## src/rtl/argmax_classifier_if.sv

```systemverilog
// Stream bundle for the argmax classifier: activation beats in, classification result out.
// The slave side belongs to the classifier, the master side to whatever feeds and drains it.
interface argmax_classifier_if #(
  parameter int DATA_W = 8,
  parameter int IDX_W  = 4
);
  logic              in_valid;
  logic              in_ready;
  logic [DATA_W-1:0] in_data;
  logic              in_last;
  logic              out_valid;
  logic              out_ready;
  logic [IDX_W-1:0]  out_class;
  logic [DATA_W-1:0] out_score;
  logic              out_error;

  modport slave (
    input  in_valid, in_data, in_last, out_ready,
    output in_ready, out_valid, out_class, out_score, out_error
  );

  modport master (
    output in_valid, in_data, in_last, out_ready,
    input  in_ready, out_valid, out_class, out_score, out_error
  );
endinterface

```

## src/rtl/argmax_classifier.sv

```systemverilog
// Running-maximum classifier over a serial frame of unsigned activations.
// Presents the winning class index, its score and a frame-length error flag.
module argmax_classifier #(
  parameter int CLASS_COUNT = 10,
  parameter int DATA_W      = 8,
  parameter int IDX_W       = 4
) (
  input  logic              clk,
  input  logic              rst,
  argmax_classifier_if.slave bus
);

  typedef enum logic {ACC = 1'b0, OUT = 1'b1} state_t;

  localparam logic [IDX_W-1:0] LAST_IDX = IDX_W'(CLASS_COUNT - 1);

  state_t            state_r;
  state_t            state_s;
  logic [IDX_W-1:0]  cnt_r;
  logic [DATA_W-1:0] max_r;
  logic [IDX_W-1:0]  idx_r;
  logic              out_valid_r;
  logic [IDX_W-1:0]  out_class_r;
  logic [DATA_W-1:0] out_score_r;
  logic              out_error_r;

  logic              beat_s;
  logic              take_s;
  logic              final_s;
  logic              err_s;
  logic              done_s;
  logic [DATA_W-1:0] max_s;
  logic [IDX_W-1:0]  idx_s;

  assign bus.in_ready  = (state_r == ACC) && !rst;
  assign bus.out_valid = out_valid_r;
  assign bus.out_class = out_class_r;
  assign bus.out_score = out_score_r;
  assign bus.out_error = out_error_r;

  // Beat acceptance, candidate maximum and next-state decode
  always_comb begin
    beat_s  = 1'b0;
    take_s  = 1'b0;
    final_s = 1'b0;
    err_s   = 1'b0;
    done_s  = 1'b0;
    max_s   = max_r;
    idx_s   = idx_r;
    state_s = state_r;

    beat_s = bus.in_valid && (state_r == ACC);
    // First beat always seeds the maximum; later beats need a strict win so ties keep the lower index
    take_s = (cnt_r == {IDX_W{1'b0}}) || (bus.in_data > max_r);
    if (take_s) begin
      max_s = bus.in_data;
      idx_s = cnt_r;
    end else begin
      max_s = max_r;
      idx_s = idx_r;
    end
    final_s = beat_s && (bus.in_last || (cnt_r == LAST_IDX));
    err_s   = bus.in_last ^ (cnt_r == LAST_IDX);
    done_s  = (state_r == OUT) && out_valid_r && bus.out_ready;

    case (state_r)
      ACC: begin
        if (final_s) state_s = OUT;
        else         state_s = ACC;
      end
      OUT: begin
        if (done_s) state_s = ACC;
        else        state_s = OUT;
      end
      default: state_s = ACC;
    endcase
  end

  // State register
  always_ff @(posedge clk) begin
    if (rst) state_r <= ACC;
    else     state_r <= state_s;
  end

  // Frame accumulator and held result registers
  always_ff @(posedge clk) begin
    if (rst) begin
      cnt_r       <= {IDX_W{1'b0}};
      max_r       <= {DATA_W{1'b0}};
      idx_r       <= {IDX_W{1'b0}};
      out_valid_r <= 1'b0;
      out_class_r <= {IDX_W{1'b0}};
      out_score_r <= {DATA_W{1'b0}};
      out_error_r <= 1'b0;
    end else if (done_s) begin
      cnt_r       <= {IDX_W{1'b0}};
      max_r       <= {DATA_W{1'b0}};
      idx_r       <= {IDX_W{1'b0}};
      out_valid_r <= 1'b0;
    end else if (final_s) begin
      out_valid_r <= 1'b1;
      out_class_r <= idx_s;
      out_score_r <= max_s;
      out_error_r <= err_s;
    end else if (beat_s) begin
      cnt_r <= cnt_r + {{(IDX_W-1){1'b0}}, 1'b1};
      max_r <= max_s;
      idx_r <= idx_s;
    end else begin
      cnt_r <= cnt_r;
      max_r <= max_r;
      idx_r <= idx_r;
    end
  end

endmodule
```

## src/flat_wrapper.sv

```systemverilog
// flat-port wrapper written by rule: the top's interface ports become plain ports
module argmax_classifier_flat 
#(
  parameter int CLASS_COUNT = 10,
  parameter int DATA_W      = 8,
  parameter int IDX_W       = 4
)
  (clk, rst, bus_in_valid, bus_in_data, bus_in_last, bus_out_ready, bus_in_ready, bus_out_valid, bus_out_class, bus_out_score, bus_out_error);
  argmax_classifier_if #(.DATA_W(DATA_W), .IDX_W(IDX_W)) bus_i ();
  input  logic clk;
  input  logic rst;
  input wire logic [$bits(bus_i.in_valid)-1:0] bus_in_valid;
  input wire logic [$bits(bus_i.in_data)-1:0] bus_in_data;
  input wire logic [$bits(bus_i.in_last)-1:0] bus_in_last;
  input wire logic [$bits(bus_i.out_ready)-1:0] bus_out_ready;
  output wire logic [$bits(bus_i.in_ready)-1:0] bus_in_ready;
  output wire logic [$bits(bus_i.out_valid)-1:0] bus_out_valid;
  output wire logic [$bits(bus_i.out_class)-1:0] bus_out_class;
  output wire logic [$bits(bus_i.out_score)-1:0] bus_out_score;
  output wire logic [$bits(bus_i.out_error)-1:0] bus_out_error;
  assign bus_i.in_valid = bus_in_valid;
  assign bus_i.in_data = bus_in_data;
  assign bus_i.in_last = bus_in_last;
  assign bus_i.out_ready = bus_out_ready;
  assign bus_in_ready = bus_i.in_ready;
  assign bus_out_valid = bus_i.out_valid;
  assign bus_out_class = bus_i.out_class;
  assign bus_out_score = bus_i.out_score;
  assign bus_out_error = bus_i.out_error;
  argmax_classifier #(.CLASS_COUNT(CLASS_COUNT), .DATA_W(DATA_W), .IDX_W(IDX_W)) u_core (.clk(clk), .rst(rst), .bus(bus_i));
endmodule
```

## config.mk

```make
export PLATFORM = sky130hd
export DESIGN_NAME = argmax_classifier_flat
export DESIGN_NICKNAME = d
export VERILOG_FILES = /design/src/rtl/argmax_classifier_if.sv /design/src/rtl/argmax_classifier.sv /design/src/flat_wrapper.sv
export SDC_FILE = /design/constraint.sdc
export NUM_CORES = 1
export LEC_CHECK = 0
export BUFFER_PORTS_ARGS = -buffer_cell sky130_fd_sc_hd__buf_4
export CORE_UTILIZATION = 45
export CTS_BUF_LIST = sky130_fd_sc_hd__clkbuf_4 sky130_fd_sc_hd__clkbuf_8
export CTS_CLUSTER_DIAMETER = 40
export DETAILED_ROUTE_END_ITERATION = 7
export PLACE_DENSITY = 0.74
export SYNTH_ARGS = -nofsm -noshare
export SYNTH_HDL_FRONTEND = slang
export SYNTH_SLANG_ARGS = --single-unit
```

## constraint.sdc

```tcl
create_clock -name clk -period 4.6 [get_ports clk]
set_clock_uncertainty 0.15 [all_clocks]
set_input_delay 0.23 -clock clk [delete_from_list [all_inputs] [get_ports clk]]
set_output_delay 0.23 -clock clk [all_outputs]
set_load 0.01 [all_outputs]
```

==> results.md, run 1 <==
* Ys Warns at 0
* CTS buffer count at 5
* Global-route wire length before repair at 5.93 mm
* Final nets at 242
* Clock transition at the registers of the reported paths at 0.10 ns
* Area Overhead vs Synth at 17.8%
* Inserted Diodes at 0
* Normalized max-slew margin at 18.5%
* Routed vias/inst at 5.48
* Drt first pass iters at 4
* Tcrit/Tclk final at 59.7%
* Finished Core Util at 56.9%
* Crit Path Max Fanout at 14
* Clock Sinks at 31
* Least-Margin Pin Slew at 1.21 ns
* Clock root cell: clkbuf_4
* Worst Hold Path Cells at 3
* Mapped cell area at 1650 µm²
* Synth Area per Inst at 8.41 µm²
* Register area share after synthesis at 37.6%
* Hold_ws at 0.0134 ns
* Pin count of the biggest net entering global routing at 25
* Leak at 0.756 nW
* Die Width at 62.5 µm
* Share of cells above drive strength 1 at 17.9%
* Post-synth EDFFs at 0
* Largest area contributor in the netlist: dfxtp_1
* Post-DRT Antenna Nets at 0
* Pwr dens at 326 nW/µm²
* Routed length per instance at 13.4 µm
* Setup violators final at 0
* Final hold vios at 0
* Max Clock Freq at 364 MHz
* I/O Pins at 28
* Synth area leaders: dfxtp_1 38%, ha_1 9.1%, mux2i_1 6.7%
* Critical path endpoint category: flip-flop
* Flops & latches, synth at 31
* Starting DRC count in detailed routing at 114
* Status: completed
* Max-slew violations at 0
* Synth top cells by count: 31 x dfxtp_1, 26 x nand2_1, 24 x nor2_1
* Synthesized Nets at 221
* Vias in the first global route at 1,205
* H-tree level count at 2
* Worst Reg-to-Reg Cells at 7
* Hold Path Class: in2reg
* PostCTS Resize Cnt at 0
* # port buffers at 27
* Async SR Flop Fraction at 0%
* Global placement routability congestion at 0.871
* Die height at 62.5 µm
* Hold Buf Count CTS at 0
* Setup_tns at 0 ns
* Netlist cell types at 29
* Skew-Pair Late Insertion Delay at 0.33 ns
* Clk buf depth at 2
* Critical path class: reg2reg
* DR DRC count at 0
* Area share of the largest cell type after synthesis at 37.6%
* Critical Path RT at 4.71 ns
* Core area at 3420 µm²
* CTS tree: done
* Final WL at 3.53 mm
* Post-CTS Setup Bufs at 0
* Final min period at 2.74 ns
* MaxCap Viol Count at 0
* Top FF cell, synth: dfxtp_1
* Antenna violations before repair at 0
* Initial Util at 48.3%
* Std-Cell Rows at 21
* Via count at 1,446
* Detailed-placement wirelength estimate at 2.51 mm
* GRT Util Overall at 19.0%
* Most common cell in the netlist: dfxtp_1
* Mapped Cells at 196
* Die area at 3910 µm²
* Peak supply drop at 0.160 mV
* CP Data Arrival Time at 2.86 ns
* RSZ-0062 raised after global routing: false
* Grt ovf at 0
* Setup crit start kind: flip-flop
## final timing paths
check	from	end	slack, ns
max	u_core.max_r[3]	u_core.max_r[2]	1.86
min reg2reg	u_core.idx_r[1]	u_core.idx_r[1]	0.32
max reg2reg	u_core.max_r[3]	u_core.max_r[2]	1.86
min	bus_in_data[6]	u_core.max_r[6]	0.01
## cells by family (layout without fill, tap and decap cells)
kind of cell / count (synthesis) / in the layout / share of synthesized area [%]
flip-flops: 31 / 31 / 37.6
AND/OR/NAND/NOR: 73 / 73 / 20.6
buffers and inverters: 26 / 48 / 6.75
multiplexers: 11 / 11 / 6.68
adder cells (fa/ha/maj): 12 / 12 / 9.10
AO/OA/AOI/OAI: 40 / 40 / 17.7
XOR/XNOR: 3 / 3 / 1.59
## routing by layer
metal	up-vias	wire, µm	global-route usage (%)
met5	-	0	0
met4	0	29	5.23
met3	4	197	4.56
met2	43	1440	24.7
met1	648	1860	30.0
li1	751	-	-
## cell type report
cell class	count	area (µm²)
clock buffer	6	51.3
clock inverter	2	35.0
multi-input combinational	139	923
timing repair buffer	28	210
inverter	12	45.0
tap	46	57.6
sequential	31	621
fill	316	1470
## power by group
group	internal, mW	leakage [nW]	total [mW]	switching [mW]
registers	0.283	0.253	0.295	0.0117
clock network	0.128	0.0482	0.224	0.0953
logic	0.0477	0.454	0.116	0.0679
total	0.459	0.756	0.634	0.175
## critical path: stages (launching register included)
cell and delay [ns]:
dfxtp_1 0.38, inv_1 0.06, ha_1 0.31, nand4_1 0.15
nor2b_1 0.21, o21a_1 0.47, o31a_1 0.68, mux2i_1 0.26
## placed cells by master (no fill, tap or decap), types with 2 or more instances in the layout
cell type and count:
nor2_1 24, a21oi_1 5, buf_4 28, o21a_1 2, ha_1 12, o22ai_1 2, mux2i_1 11, nor2b_1 2
o31ai_1 10, o21ai_0 4, a311oi_1 12, nand3_1 2, clkbuf_4 5, xor2_1 2, dfxtp_1 31, nand4_1 15
nand2_1 26, inv_1 12
## sequential cells by signal, summed over array words and instances (netlist names)
signal,flops
u_core.bus.out_score,8
u_core.max_r,8
u_core.bus.out_class,4
u_core.cnt_r,4
u_core.idx_r,4
u_core.bus.out_error,1
u_core.bus.out_valid,1
u_core.state_r,1
## stage by stage
stage,setup slack (ns),cells,power [mW],area (µm²)
floorplan,2.56,196,0.377,1650
global placement,1.94,256,0.414,1860
detailed placement,1.94,256,0.416,1860
CTS,1.86,264,0.640,1940
global route,1.71,264,0.672,1940
finish,1.86,264,0.634,1940
No activity file was read; power rests on OpenSTA's default activity.
==> inputs of run 2 (changes only) <==
==> constraint.sdc (replaced) <==
create_clock -name clk -period 2.6 [get_ports clk]
set_clock_uncertainty 0.15 [all_clocks]
set_input_delay 0.13 -clock clk [delete_from_list [all_inputs] [get_ports clk]]
set_output_delay 0.13 -clock clk [all_outputs]
set_load 0.01 [all_outputs]
==> run 2 against run 1 <==
  * Cell count grew 6.8%
  * First-iteration DRC count fell by 35%
  * Flip-flop and latch count stayed put
  * Routed wire length increased by 5.1%
  * Register-to-register slack worse by 1.6 ns
  * Global-route usage rose by 1.9 points
  * Maximum frequency rose by 16%
  * Non-clock buffer count grew 18
  * Sequential power up 76%
  * Via count grew 4.8%
==> results.md, run 2 (synthesized netlist as in run 1, its figures left out) <==
* Critical path class: reg2reg
* MaxCap Viol Count at 0
* Core area at 3420 µm²
* Status: completed
* Final min period at 2.36 ns
* I/O Pins at 28
* Skew-Pair Late Insertion Delay at 0.34 ns
* Routed length per instance at 13.2 µm
* Sequential Power Share at 49.9%
* Clock transition at the registers of the reported paths at 0.10 ns
* Std-Cell Rows at 21
* Global-route wire length before repair at 6.38 mm
* Final nets at 260
* GRT Util Overall at 20.8%
* # port buffers at 27
* Crit Path Max Fanout at 8
* Starting DRC count in detailed routing at 74
* Peak supply drop at 0.300 mV
* Tcrit/Tclk final at 90.9%
* Pwr dens at 500 nW/µm²
* Antenna violations before repair at 0
* Routed vias/inst at 5.38
* Finished Core Util at 61.1%
* Clk buf depth at 2
* Normalized max-slew margin at 49.8%
* Net switching power figure at 0.311 mW
* Setup violators final at 0
* Fin area at 2090 µm²
* Die height at 62.5 µm
* H-tree level count at 2
* Detailed-placement wirelength estimate at 2.70 mm
* Pint at 0.732 mW
* Share of cells above drive strength 1 at 19.9%
* Sw Share at 29.8%
* Via count at 1,516
* Setup crit start kind: flip-flop
* Cell Count, Final, Fillers Out at 282
* Grt ovf at 0
* Initial Util at 48.3%
* Max-slew violations at 0
* Final hold vios at 0
* DP Area at 1930 µm²
* Vias in the first global route at 1,322
* Post-CTS Setup Bufs at 0
* Drt first pass iters at 4
* Fill count at 318
* RSZ-0062 raised after global routing: false
* Pin count of the biggest net entering global routing at 28
* Final WL at 3.71 mm
* Hold_ws at 0.0712 ns
* Die area at 3910 µm²
* Least-Margin Pin Slew at 0.747 ns
* Global placement routability congestion at 0.843
* Area Overhead vs Synth at 26.6%
* Critical Path RT at 2.71 ns
* Clock power frac at 28.0%
* Clock root cell: clkbuf_4
* Placed cell count at 264
* Clock Sinks at 31
* Max Clock Freq at 423 MHz
* Leak at 0.829 nW
* Die Width at 62.5 µm
* Post-DRT Antenna Nets at 0
* Most common cell after layout, fill and taps aside: buf_4
* Setup_tns at 0 ns
* CTS buffer count at 5
* Inserted Diodes at 0
* Most frequent cells in the layout: 35 x buf_4, 31 x dfxtp_1, 26 x nand2_1
* Critical path endpoint category: flip-flop
* CP Data Arrival Time at 2.47 ns
* DR DRC count at 0
* Hold Path Class: in2reg
* CTS tree: done
* Combinational power share at 22.2%
## run 2: cell count changes in the layout (fill, tap and decap cells not counted)
cell | before | now
buf_12 | 0 | 1
o21ai_1 | 1 | 2
dlygate4sd3_1 | 0 | 10
clkbuf_4 | 5 | 7
buf_4 | 28 | 35
bufinv_16 | 1 | 0
o21ai_0 | 4 | 3
clkbuf_8 | 1 | 0
## run 2: metal layers
layer | global-route usage, % | wire, µm | part of all wire [%] | vias to the layer above
met1 | 30.3 | 1860 | 50 | 683
met4 | 10.5 | 80 | 2.2 | 0
met3 | 4.01 | 215 | 5.8 | 8
li1 | - | - | - | 781
met2 | 28.8 | 1560 | 42 | 44
met5 | 0 | 0 | 0 | -
## run 2: final cells by class
| cell class | count | area (µm²) | share of cell area, % |
|---|---|---|---|
| repair buffers | 46 | 383 | 18.3 |
| clock inverters | 1 | 5.00 | 0.240 |
| multi-input cells | 139 | 923 | 44.2 |
| flip-flops and latches | 31 | 621 | 29.7 |
| well taps | 46 | 57.6 | 2.76 |
| inverters | 12 | 45.0 | 2.16 |
| clock buffers | 7 | 52.6 | 2.52 |
## run 2: worst paths after layout
| kind | startpoint | to | slack [ns] | depth (start not counted) |
|---|---|---|---|---|
| worst max-delay path | u_core.cnt_r[1] | u_core.max_r[6] | 0.24 | 8 |
| worst min-delay path | bus_in_last | u_core.bus.out_error | 0.07 | 5 |
| worst max register to register | u_core.cnt_r[1] | u_core.max_r[6] | 0.24 | 8 |
| worst min register to register | u_core.idx_r[3] | u_core.idx_r[3] | 0.34 | 2 |
## run 2: timing repair
item / CTS / global route
resized for setup: 0 / 1
hold buffers: 10 / 0
endpoints found under the setup margin: 0 / 12
endpoints found under the hold margin: 22 / 0
## run 2: through the flow
step / worst slack (ns) / power (mW)
global route: 0.0493 / 1.10
floorplan: 0.560 / 0.667
detailed placement: 0.106 / 0.749
finish: 0.235 / 1.04
global placement: 0.220 / 0.743
CTS: 0.00951 / 1.05
## run 2: power groups by stage
stage | clock network (mW) | registers (mW) | logic (mW)
final | 0.292 | 0.520 | 0.231
after floorplan | 0 | 0.534 | 0.132
after detailed placement | 0 | 0.532 | 0.217
after CTS | 0.295 | 0.521 | 0.230
after global placement | 0 | 0.531 | 0.213
after global routing | 0.323 | 0.525 | 0.257
## run 2: critical path, cell delays in order (launching register included)
cell and delay (ns):
dfxtp_1 0.43, inv_1 0.11, ha_1 0.18, nand3b_1 0.09, ha_1 0.18, and3b_1 0.36, o31a_1 0.40, buf_12 0.18
mux2i_1 0.20
==> inputs of run 3 (changes only) <==
--- a/config.mk
+++ b/config.mk
@@ -5,9 +5,10 @@
 export SDC_FILE = /design/constraint.sdc
 export NUM_CORES = 1
 export LEC_CHECK = 0
+export ABC_AREA = 1
 export BUFFER_PORTS_ARGS = -buffer_cell sky130_fd_sc_hd__buf_4
 export CORE_UTILIZATION = 45
-export CTS_BUF_LIST = sky130_fd_sc_hd__clkbuf_4 sky130_fd_sc_hd__clkbuf_8
+export CTS_BUF_LIST = sky130_fd_sc_hd__clkbuf_4
 export CTS_CLUSTER_DIAMETER = 40
 export DETAILED_ROUTE_END_ITERATION = 7
 export PLACE_DENSITY = 0.74
==> run 3 against run 2 <==
  * Register-to-register slack hardly changed
  * Cell count is 22% higher
  * Maximum frequency is 0.54% higher
  * Via count is 8.6% higher
  * Area after synthesis is 8.4% higher
  * Design area is 4.1% higher
  * Sequential power is 3% higher
  * Flip-flop and latch count stayed put
  * Setup slack better by 0.013 ns
  * Core utilization is 3.1 points lower
  * First-iteration DRC count is 11% higher
  * Worst hold slack better by 0.075 ns
==> results.md, run 3 <==
* Worst-path cell chain: ha_1 > nand3_1 > ha_1 > nor3_4 > buf_4 > inv_2 > a21oi_1 > dlygate4sd3_1
* Synthesized Nets at 283
* Critical path class: reg2reg
* Reg-to-reg endpoint: u_core.state_r
* CP endpoint: u_core.state_r
* Core area at 3740 µm²
* Pwr dens at 489 nW/µm²
* Std-Cell Rows at 22
* Global-route wire length before repair at 6.39 mm
* Post-CTS Setup Bufs at 0
* Mapped cell area at 1790 µm²
* MaxCap Viol Count at 0
* Synth area leaders: dfxtp_1 35%, inv_1 14%, nand2_1 10%
* Most common cell in the netlist: inv_1
* Setup violators final at 0
* Cell Count, Final, Fillers Out at 345
* Grt ovf at 0
* Most frequent cells in the layout: 67 x inv_1, 49 x nand2_1, 34 x nand3_1
* DP Area at 2020 µm²
* Setup crit start kind: flip-flop
* CP most frequent cell: ha_1
* Post-DRT Antenna Nets at 0
* Final nets at 321
* Vias in the first global route at 1,466
* Clock Sinks at 31
* RSZ-0062 raised after global routing: false
* Mapped Cells at 258
* Slowest cell delay on critical path at 0.56 ns
* Crit Path Max Fanout at 15
* GRT Util Overall at 20.0%
* CTS tree: done
* Skew-Pair Late Insertion Delay at 0.34 ns
* Fill count at 375
* Netlist cell types at 23
* Die area at 4230 µm²
* Routed vias/inst at 4.77
* Share of cells above drive strength 1 at 17.2%
* Critical Path RT at 2.73 ns
* Clock transition at the registers of the reported paths at 0.09 ns
* Normalized max-slew margin at 51.2%
* Flops & latches, synth at 31
* Detailed-placement wirelength estimate at 2.67 mm
* Placed cell count at 327
* Worst Reg-to-Reg Cells at 8
* Global placement routability congestion at 0.810
* Drt first pass iters at 4
* Hold Path Class: in2reg
* Tcrit/Tclk final at 90.5%
* Slowest CP cell: dlygate4sd3_1
* Critical path endpoint category: flip-flop
* Inserted Diodes at 0
* Final WL at 3.77 mm
* Async SR Flop Fraction at 0%
* Ys Warns at 0
* Synth Area per Inst at 6.93 µm²
* Die Width at 65.0 µm
* DR DRC count at 0
* PostCTS Resize Cnt at 0
* Max-slew violations at 0
* Die height at 65.0 µm
* Starting DRC count in detailed routing at 82
* Worst R2R Setup Slack at 0.25 ns
* Routed length per instance at 10.9 µm
* Largest area contributor in the netlist: dfxtp_1
* Final hold vios at 0
* Most common cell after layout, fill and taps aside: inv_1
* Area of the multi-input gates at 858 µm²
* Max Clock Freq at 425 MHz
* Via count at 1,647
* I/O Pins at 28
* Clk buf depth at 2
* Post-synth EDFFs at 0
* Initial Util at 47.8%
* Setup_tns at 0 ns
* Final min period at 2.35 ns
* CTS buffer count at 5
* Hold_ws at 0.146 ns
* Least-Margin Pin Slew at 0.729 ns
* Fin area at 2170 µm²
* Pin count of the biggest net entering global routing at 20
* # port buffers at 27
* H-tree level count at 2
* Peak supply drop at 0.253 mV
* Register area share after synthesis at 34.7%
* Worst Setup SP: u_core.cnt_r[0]
* Clock root cell: clkbuf_4
* CP Data Arrival Time at 2.48 ns
* Register area at 621 µm²
* Antenna violations before repair at 0
* Area share of the largest cell type after synthesis at 34.7%
* Area Overhead vs Synth at 21.5%
* Status: completed
* Synth top cells by count: 67 x inv_1, 49 x nand2_1, 34 x nand3_1
* Leak at 1.17 nW
* Top FF cell, synth: dfxtp_1
* FF-to-FF Start: u_core.cnt_r[0]
-- run 3: critical path, delay by kind of cell (launching register included) --
kind	cells	cell delay [ns]
DFF	1	0.42
adders and majority gates	2	0.39
buffers and inverters	3	0.94
AOI/OAI and AO/OA	1	0.15
and+or+nand+nor	2	0.24
-- run 3: worst min path at each step --
stage | to | cells after the start | from | slack (ns)
detailed placement | u_core.state_r | 4 | bus_out_ready | 0.29
finish | u_core.bus.out_error | 5 | bus_in_last | 0.15
global placement | u_core.bus.out_error | 2 | rst | 0.28
floorplan | u_core.state_r | 3 | bus_out_ready | 0.16
global route | u_core.bus.out_error | 5 | bus_in_last | 0.20
CTS | u_core.bus.out_error | 5 | bus_in_last | 0.14
-- run 3: kinds of logic (layout without fill, tap and decap cells) --
logic type      count (synthesis)  count (layout)  share of synthesized area, %
simple gates                  100             100                          28.3
flops                          31              31                          34.7
compound gates                 38              38                          11.3
fa+ha+maj                      12              12                          8.40
buf+inv                        77             116                          17.3
-- run 3: final cells by class --
type                            instances  share of cell area (%)
Clock buffer                            6                    2.07
Clock inverter                          2                   0.346
Inverter                               68                    11.8
Multi-Input combinational cell        150                    39.5
Sequential cell                        31                    28.6
Tap cell                               48                    2.76
Timing Repair Buffer                   40                    15.0
-- run 3: per-stage QoR --
step / utilization, % / power (mW) / setup WS (ns)
finish: 58.0 / 1.06 / 0.248
global route: 58.0 / 1.13 / 0.133
CTS: 58.0 / 1.07 / 0.287
detailed placement: 53.9 / 0.787 / 0.406
global placement: 53.9 / 0.783 / 0.413
floorplan: - / 0.713 / 0.829
-- run 3: repair_timing --
action / 4_1_cts / 5_1_grt
endpoints found under the setup margin: 0 / 0
endpoints found under the hold margin: 14 / 0
hold buffers: 10 / 0
-- run 3: power by group --
part	total [mW]	switching, mW	internal, mW
combinational	0.256	0.148	0.108
clock	0.274	0.163	0.110
sequential	0.534	0.0252	0.509
total	1.06	0.336	0.727
-- run 3: layer usage --
metal | part of all wire [%] | GRT usage, % | wire [µm]
met1 | 51 | 25.6 | 1930
met5 | 0 | 0 | 0
met3 | 3.6 | 5.28 | 137
met2 | 43 | 31.8 | 1640
met4 | 1.6 | 7.88 | 60
